### config.mk
export PLATFORM = sky130hd
export DESIGN_NAME = reg_file_mp
export DESIGN_NICKNAME = d
export VERILOG_FILES = /design/src/rtl/reg_file_mp.sv
export SDC_FILE = /design/constraint.sdc
export NUM_CORES = 2
export LEC_CHECK = 0
export CAP_MARGIN = 0
export CORE_MARGIN = 2
export CORE_UTILIZATION = 55
export DETAILED_ROUTE_END_ITERATION = 7
export PLACE_DENSITY = 0.72
export SETUP_SLACK_MARGIN = 0.15
export SYNTH_ARGS = -nofsm -noshare
export SYNTH_HDL_FRONTEND = slang
export SYNTH_SLANG_ARGS = --single-unit
### constraint.sdc
create_clock -name cpu_clk -period 44.6 [get_ports cpu_clk]
set_clock_uncertainty 0.05 [all_clocks]
set_input_delay 8.92 -clock cpu_clk [delete_from_list [all_inputs] [get_ports cpu_clk]]
set_output_delay 8.92 -clock cpu_clk [all_outputs]
set_load 0.02 [all_outputs]
### src/rtl/reg_file_mp.sv
// reg_file_mp: parametrised multi-port register file with a per-register pending scoreboard.
// Optional macro REGFILE_BYPASS_EN adds combinational write-to-read forwarding.
module reg_file_mp #(
  parameter int XLEN   = 32,
  parameter int DEPTH  = 32,
  parameter int NUM_RD = 2,
  parameter int NUM_WR = 2,
  localparam int AW    = (DEPTH > 1) ? $clog2(DEPTH) : 1
) (
  input  logic                   cpu_clk,
  input  logic                   cpu_rst,
  input  logic [NUM_RD*AW-1:0]   rd_addr,
  output logic [NUM_RD*XLEN-1:0] rd_data,
  output logic [NUM_RD-1:0]      rd_busy,
  input  logic [NUM_WR-1:0]      wr_en,
  input  logic [NUM_WR*AW-1:0]   wr_addr,
  input  logic [NUM_WR*XLEN-1:0] wr_data,
  input  logic                   iss_en,
  input  logic [AW-1:0]          iss_rd,
  output logic                   any_busy
);

  logic [XLEN-1:0]  r_mem [DEPTH];
  logic [DEPTH-1:0] r_pend;
  logic [DEPTH-1:0] w_pend_nxt;

  // Register 0 and anything past DEPTH are neither stored nor tracked.
  function automatic logic addr_ok(input logic [AW-1:0] a);
    return (a != '0) && (32'(a) < 32'(DEPTH));
  endfunction

  // Writes clear pending in port order; an issue applied last keeps the new producer pending.
  always_comb begin
    w_pend_nxt = r_pend;
    for (int j = 0; j < NUM_WR; j++) begin
      if (wr_en[j] && addr_ok(wr_addr[j*AW +: AW])) begin
        w_pend_nxt[wr_addr[j*AW +: AW]] = 1'b0;
      end
    end
    if (iss_en && addr_ok(iss_rd)) begin
      w_pend_nxt[iss_rd] = 1'b1;
    end
  end

  // Later write ports overwrite earlier ones on an address conflict.
  always_ff @(posedge cpu_clk or posedge cpu_rst) begin
    if (cpu_rst) begin
      for (int k = 0; k < DEPTH; k++) begin
        r_mem[k] <= '0;
      end
      r_pend <= '0;
    end else begin
      for (int j = 0; j < NUM_WR; j++) begin
        if (wr_en[j] && addr_ok(wr_addr[j*AW +: AW])) begin
          r_mem[wr_addr[j*AW +: AW]] <= wr_data[j*XLEN +: XLEN];
        end
      end
      r_pend <= w_pend_nxt;
    end
  end

  assign any_busy = |r_pend;

  for (genvar gi = 0; gi < NUM_RD; gi++) begin : g_rd
    logic [AW-1:0] w_addr;
    logic          w_ok;

    assign w_addr = rd_addr[gi*AW +: AW];
    assign w_ok   = addr_ok(w_addr);

`ifdef REGFILE_BYPASS_EN
    logic            w_hit;
    logic [XLEN-1:0] w_fwd;

    // Highest-index matching write port supplies the forwarded value.
    always_comb begin
      w_hit = 1'b0;
      w_fwd = '0;
      for (int j = 0; j < NUM_WR; j++) begin
        if (wr_en[j] && (wr_addr[j*AW +: AW] == w_addr)) begin
          w_hit = 1'b1;
          w_fwd = wr_data[j*XLEN +: XLEN];
        end
      end
    end

    assign rd_data[gi*XLEN +: XLEN] = !w_ok ? '0 : (w_hit ? w_fwd : r_mem[w_addr]);
    assign rd_busy[gi] = w_ok && (w_hit ? (iss_en && (iss_rd == w_addr)) : r_pend[w_addr]);
`else
    assign rd_data[gi*XLEN +: XLEN] = w_ok ? r_mem[w_addr] : '0;
    assign rd_busy[gi] = w_ok && r_pend[w_addr];
`endif
  end

endmodule

After elaboration in Yosys (flattened, before gate mapping)
Cells that the tools add are included.

storage, ports and cells
  flip-flop bits (word level) = 1056
  output and inout bits = 67
  input bits = 94

operators by class
  bitwise logic cells = 9
  multiplexer cells = 29
  reduce and logical (&&, ||, !) cells = 16
  $lt $le $gt $ge = 14

operators by type and width
  kind                                                                                  count
  1024-bit bitwise mux                                                                  2
  1024-bit 2-to-1 mux                                                                   2
  32-bit 2-to-1 mux                                                                     11
  32-bit binary-select mux with 5-bit select                                            2
  32-bit demux with 5-bit select                                                        2
  32-bit bitwise AND                                                                    2
  32-bit NOT                                                                            2
  32-bit bitwise OR                                                                     1
  32-bit OR reduction                                                                   1
  5-bit by 6-bit < comparator with 1-bit output (second input constant)                 5
  5-bit nonzero test                                                                    5
  6-bit greater-or-equal comparator (second input constant)                             4
  5-bit NOT with 6-bit output                                                           4
  1-bit demux with 5-bit select                                                         3
  5-bit by 1-bit greater-or-equal comparator with 1-bit output (second input constant)  3
  6-bit by 1-bit < comparator with 1-bit output (second input constant)                 2
  1-bit binary-select mux with 5-bit select                                             2
  1-bit logical AND                                                                     10
  1-bit 2-to-1 mux                                                                      5

Depth between registers and ports, before layout
  word-level depth = 11
  gate-level depth with buffers = 8
  mapped depth without buffers = 4

Worst setup path after synthesis
Ideal clock, no wire load.

  kind = input -> output
  start point = input rd_addr[5]
  end point = output rd_data[33]
  arrival time = 10.566 ns
  required time = 35.630 ns
  stages = 7
  slack = 25.064 ns
  buffers on the path = 4
  path through = buf_2 -> inv_1 -> buf_4 -> buf_4 -> clkbuf_1 -> o2111ai_1 -> a311oi_1

between the ends
  longest elaborated chain between the ends = 5

ends and longest elaborated chain
  element                                                RTL line  source
  start, declared                                        12        input logic [NUM_RD*AW-1:0] rd_addr,
  5-bit NOT with 6-bit output (not written as such)      90        assign rd_data[gi*XLEN +: XLEN] = w_ok ? r_mem[w_addr] : '0;
  32-bit binary-select mux with 5-bit select             90
  32-bit 2-to-1 mux (not written as such) (2 in series)  90
  32-bit 2-to-1 mux *                                    90
  end, declared                                          13        output logic [NUM_RD*XLEN-1:0] rd_data,

Every way passes the cells marked *; elsewhere a longest branch is shown, timed or not. The select of a mux whose other input is x is not followed.

Final worst setup path
  start point = input rd_addr[6]
  end point = output rd_data[52]

The elaborated chain is that of the path after synthesis.

==> results.toml <==
[outcome]
status = "complete, but fails checks"
violations = "design-rule violations, max-capacitance violations, max-slew violations"

[drt]
ant_nets = 0
wl_microns = 248000
wire_per_inst_microns = 33.0
first_pass_iters = 8
avgViaCountPerCell = 7.26
drt_iter0_markers = 9410
drc = 3
via_count = 54600

[synth]
syn-mean-instance-area_sq_um = 10.6
synthSimpleGateAreaFrac_pct = 8.61
synth.area.mux_share_pct = 33.0
yosysWarningCount = 0
yosys_most_used_dff = "dfrtp_1"
postSynthCellCount = 6199
synth_compound_area_share_pct = 12.7
synthArstFlopShare_pct = 100
synth.distinct_cells = 57
syn_area_sq_mm = 0.0658
synth_edf_count = 0
synth_fp_nets = 6293
synth_seq_area_share_pct = 40.1
synth_top_family_by_area = "multiplexers"
synthAdderAreaFrac_pct = 0
synth_xor_area_share_pct = 0
ys_ff_latch = 1056

[die]
row_count = 126
pin_count = 161
core_area_sq_mm = 0.118
die_area_sq_mm = 0.122
fp.dieH_microns = 350
start_util_pct = 55.6
die_x_microns = 350

[setup_path]
end_kind = "output pin"
crit_arrival_ns = 14.33
worstPathRequired_ns = 35.63
crit_path_max_fanout = 59
critPathKind = "input pin to output pin"
worst_setup_path_start_kind = "input pin"

[pwr]
power_density_mw_per_mm2 = 45.7
ir_drop_v = 0.0000372
p_total_uw = 3250
p_leak_uw = 0.0303

[sta]
fin_crit_sh_pct = 52.2
setup_viol = 0
maxSlewViolCount = 1
setup_ws_ns = 21.30
maxSlewHeadroom_pct = -0.0903
grt_setup_unrepaired = "false"
finalCriticalPeriod_ns = 23.30
worst_slew_pin_slew_ns = 1.50
tns_ns = 0
fmax_mhz = 42.9
hold_violations = 0

[clock_network]
clk_pin_slew_worst_paths_ns = 0.06
cts-buffers-inserted = 114
clock_latency_ns = 0.72
cts_buffer_depth = 3
post-cts-setup-buffers = 0
root_buffer = "clkbuf_16"
cts_tree = "built"
cts_sinks = 1056
post_cts_resize_count = 0
htree_levels = 3
ctsHoldBuffers = 0

[finish]
layout_common_cells = "dfrtp_1 (1,056), mux2i_1 (1,053), nor2_1 (615), a21oi_1 (575), nand2_1 (501)"
final_layout_size_suffix_gt1_share_pct = 15.9
nNetsFinal = 5900
layout_commonest_cell = "dfrtp_1"
finalInstanceArea_sq_mm = 0.0711
synthToLayoutAreaGrowth_pct = 8.05

[global_route]
first_global_vias = 52600
grtUsageMet2_pct = 57.5
grt_overflow = 0
met1_usage_pct = 51.8
antenna_found_initial = 13
grt_use_met3_pct = 14.5
grt_pass1_wl_microns = 361000
grt_max_degree = 166
gr-max-usage-layer = "met2"
grt_usage_pct = 40.3

[place]
dpl_cell_area_sq_mm = 0.0670
place.gp.congestion = 0.919
dp_hpwl_microns = 132000
io_buffer_count = 160
dp_slack_ns = 21.42

[job]
maxCapViolations = 1

[hold_path]
hp-class = "flop to flop"
per-stage QoR:
| step | instances | hold slack, ns | util (%) |
|---|---|---|---|
| after floorplan | 6199 | 0.391 | - |
| after global placement | 7290 | 0.327 | 56.6 |
| after detailed placement | 7290 | 0.334 | 56.6 |
| after CTS | 7504 | 0.347 | 60.0 |
| after global routing | 7511 | 0.358 | 60.0 |
| final | 7519 | 0.350 | 60.1 |
routing by layer:
layer  wire length (microns)  up-vias
li1                        -    22000
met1                   86600    26900
met2                  106000     4644
met3                   37200     1088
met4                   18000        4
met5                     161        -
cells in the mapped netlist (all sizes together) (27+ instances only):
master	instances	area, sq um
nor2b	79	494
clkbuf	451	1700
mux2i	1053	10500
a221oi	46	403
nand3	27	160
a21oi	575	2880
nand2	515	1930
a31oi	29	181
o21ai	510	2550
mux4	462	10400
mux2	66	743
a32oi	42	368
nor2	633	2420
buf	323	1970
a22oi	66	495
dfrtp	1056	26400
a211oi	66	495
a311oi	66	578
final timing paths:
check | startpoint | to | slack, ns | depth (start not counted)
min in group asynchronous | cpu_rst | r_mem[609]$_DFF_PP0_ | 8.75 | 2
min reg2reg | r_mem[1009]$_DFF_PP0_ | r_mem[1009]$_DFF_PP0_ | 0.35 | 0
max | rd_addr[6] | rd_data[52] | 21.30 | 8
max reg2reg | r_mem[865]$_DFF_PP0_ | r_mem[865]$_DFF_PP0_ | 43.64 | 2
max in group asynchronous | cpu_rst | r_mem[654]$_DFF_PP0_ | 32.75 | 5
min | r_mem[1009]$_DFF_PP0_ | r_mem[1009]$_DFF_PP0_ | 0.35 | 0
worst max-delay path, stage by stage:
cell and delay, ns:
buf_8 0.48, buf_4 0.79, buf_4 0.84, buf_4 0.89
mux4_2 0.38, o2111ai_1 0.11, a311oi_1 0.97, clkdlybuf4s50_1 0.77
cell type report:
cell class,count,area [sq um]
antenna,15,37.5
clock buffer,161,3350
clock inverter,53,692
fill,9534,47300
inverter,8,42.5
multi-input combinational,4361,36100
sequential,1056,26400
tap,1600,2000
timing repair buffer,265,2430
registers in the layout, summed over array words and instances, names as in the netlist:
name,cells
r_pend,32
r_mem,1024
kinds of logic after synthesis:
logic type,after synthesis
AOI/OAI and AO/OA,1442
buffers and inverters,782
DFF,1056
muxes,1581
and+or+nand+nor,1338
power breakdown:
part           switching [uW]  internal, uW
logic                     372           433
clock network             429           604
registers                 208          1210
total                    1010          2240
Power figures use the tool's default switching activity.
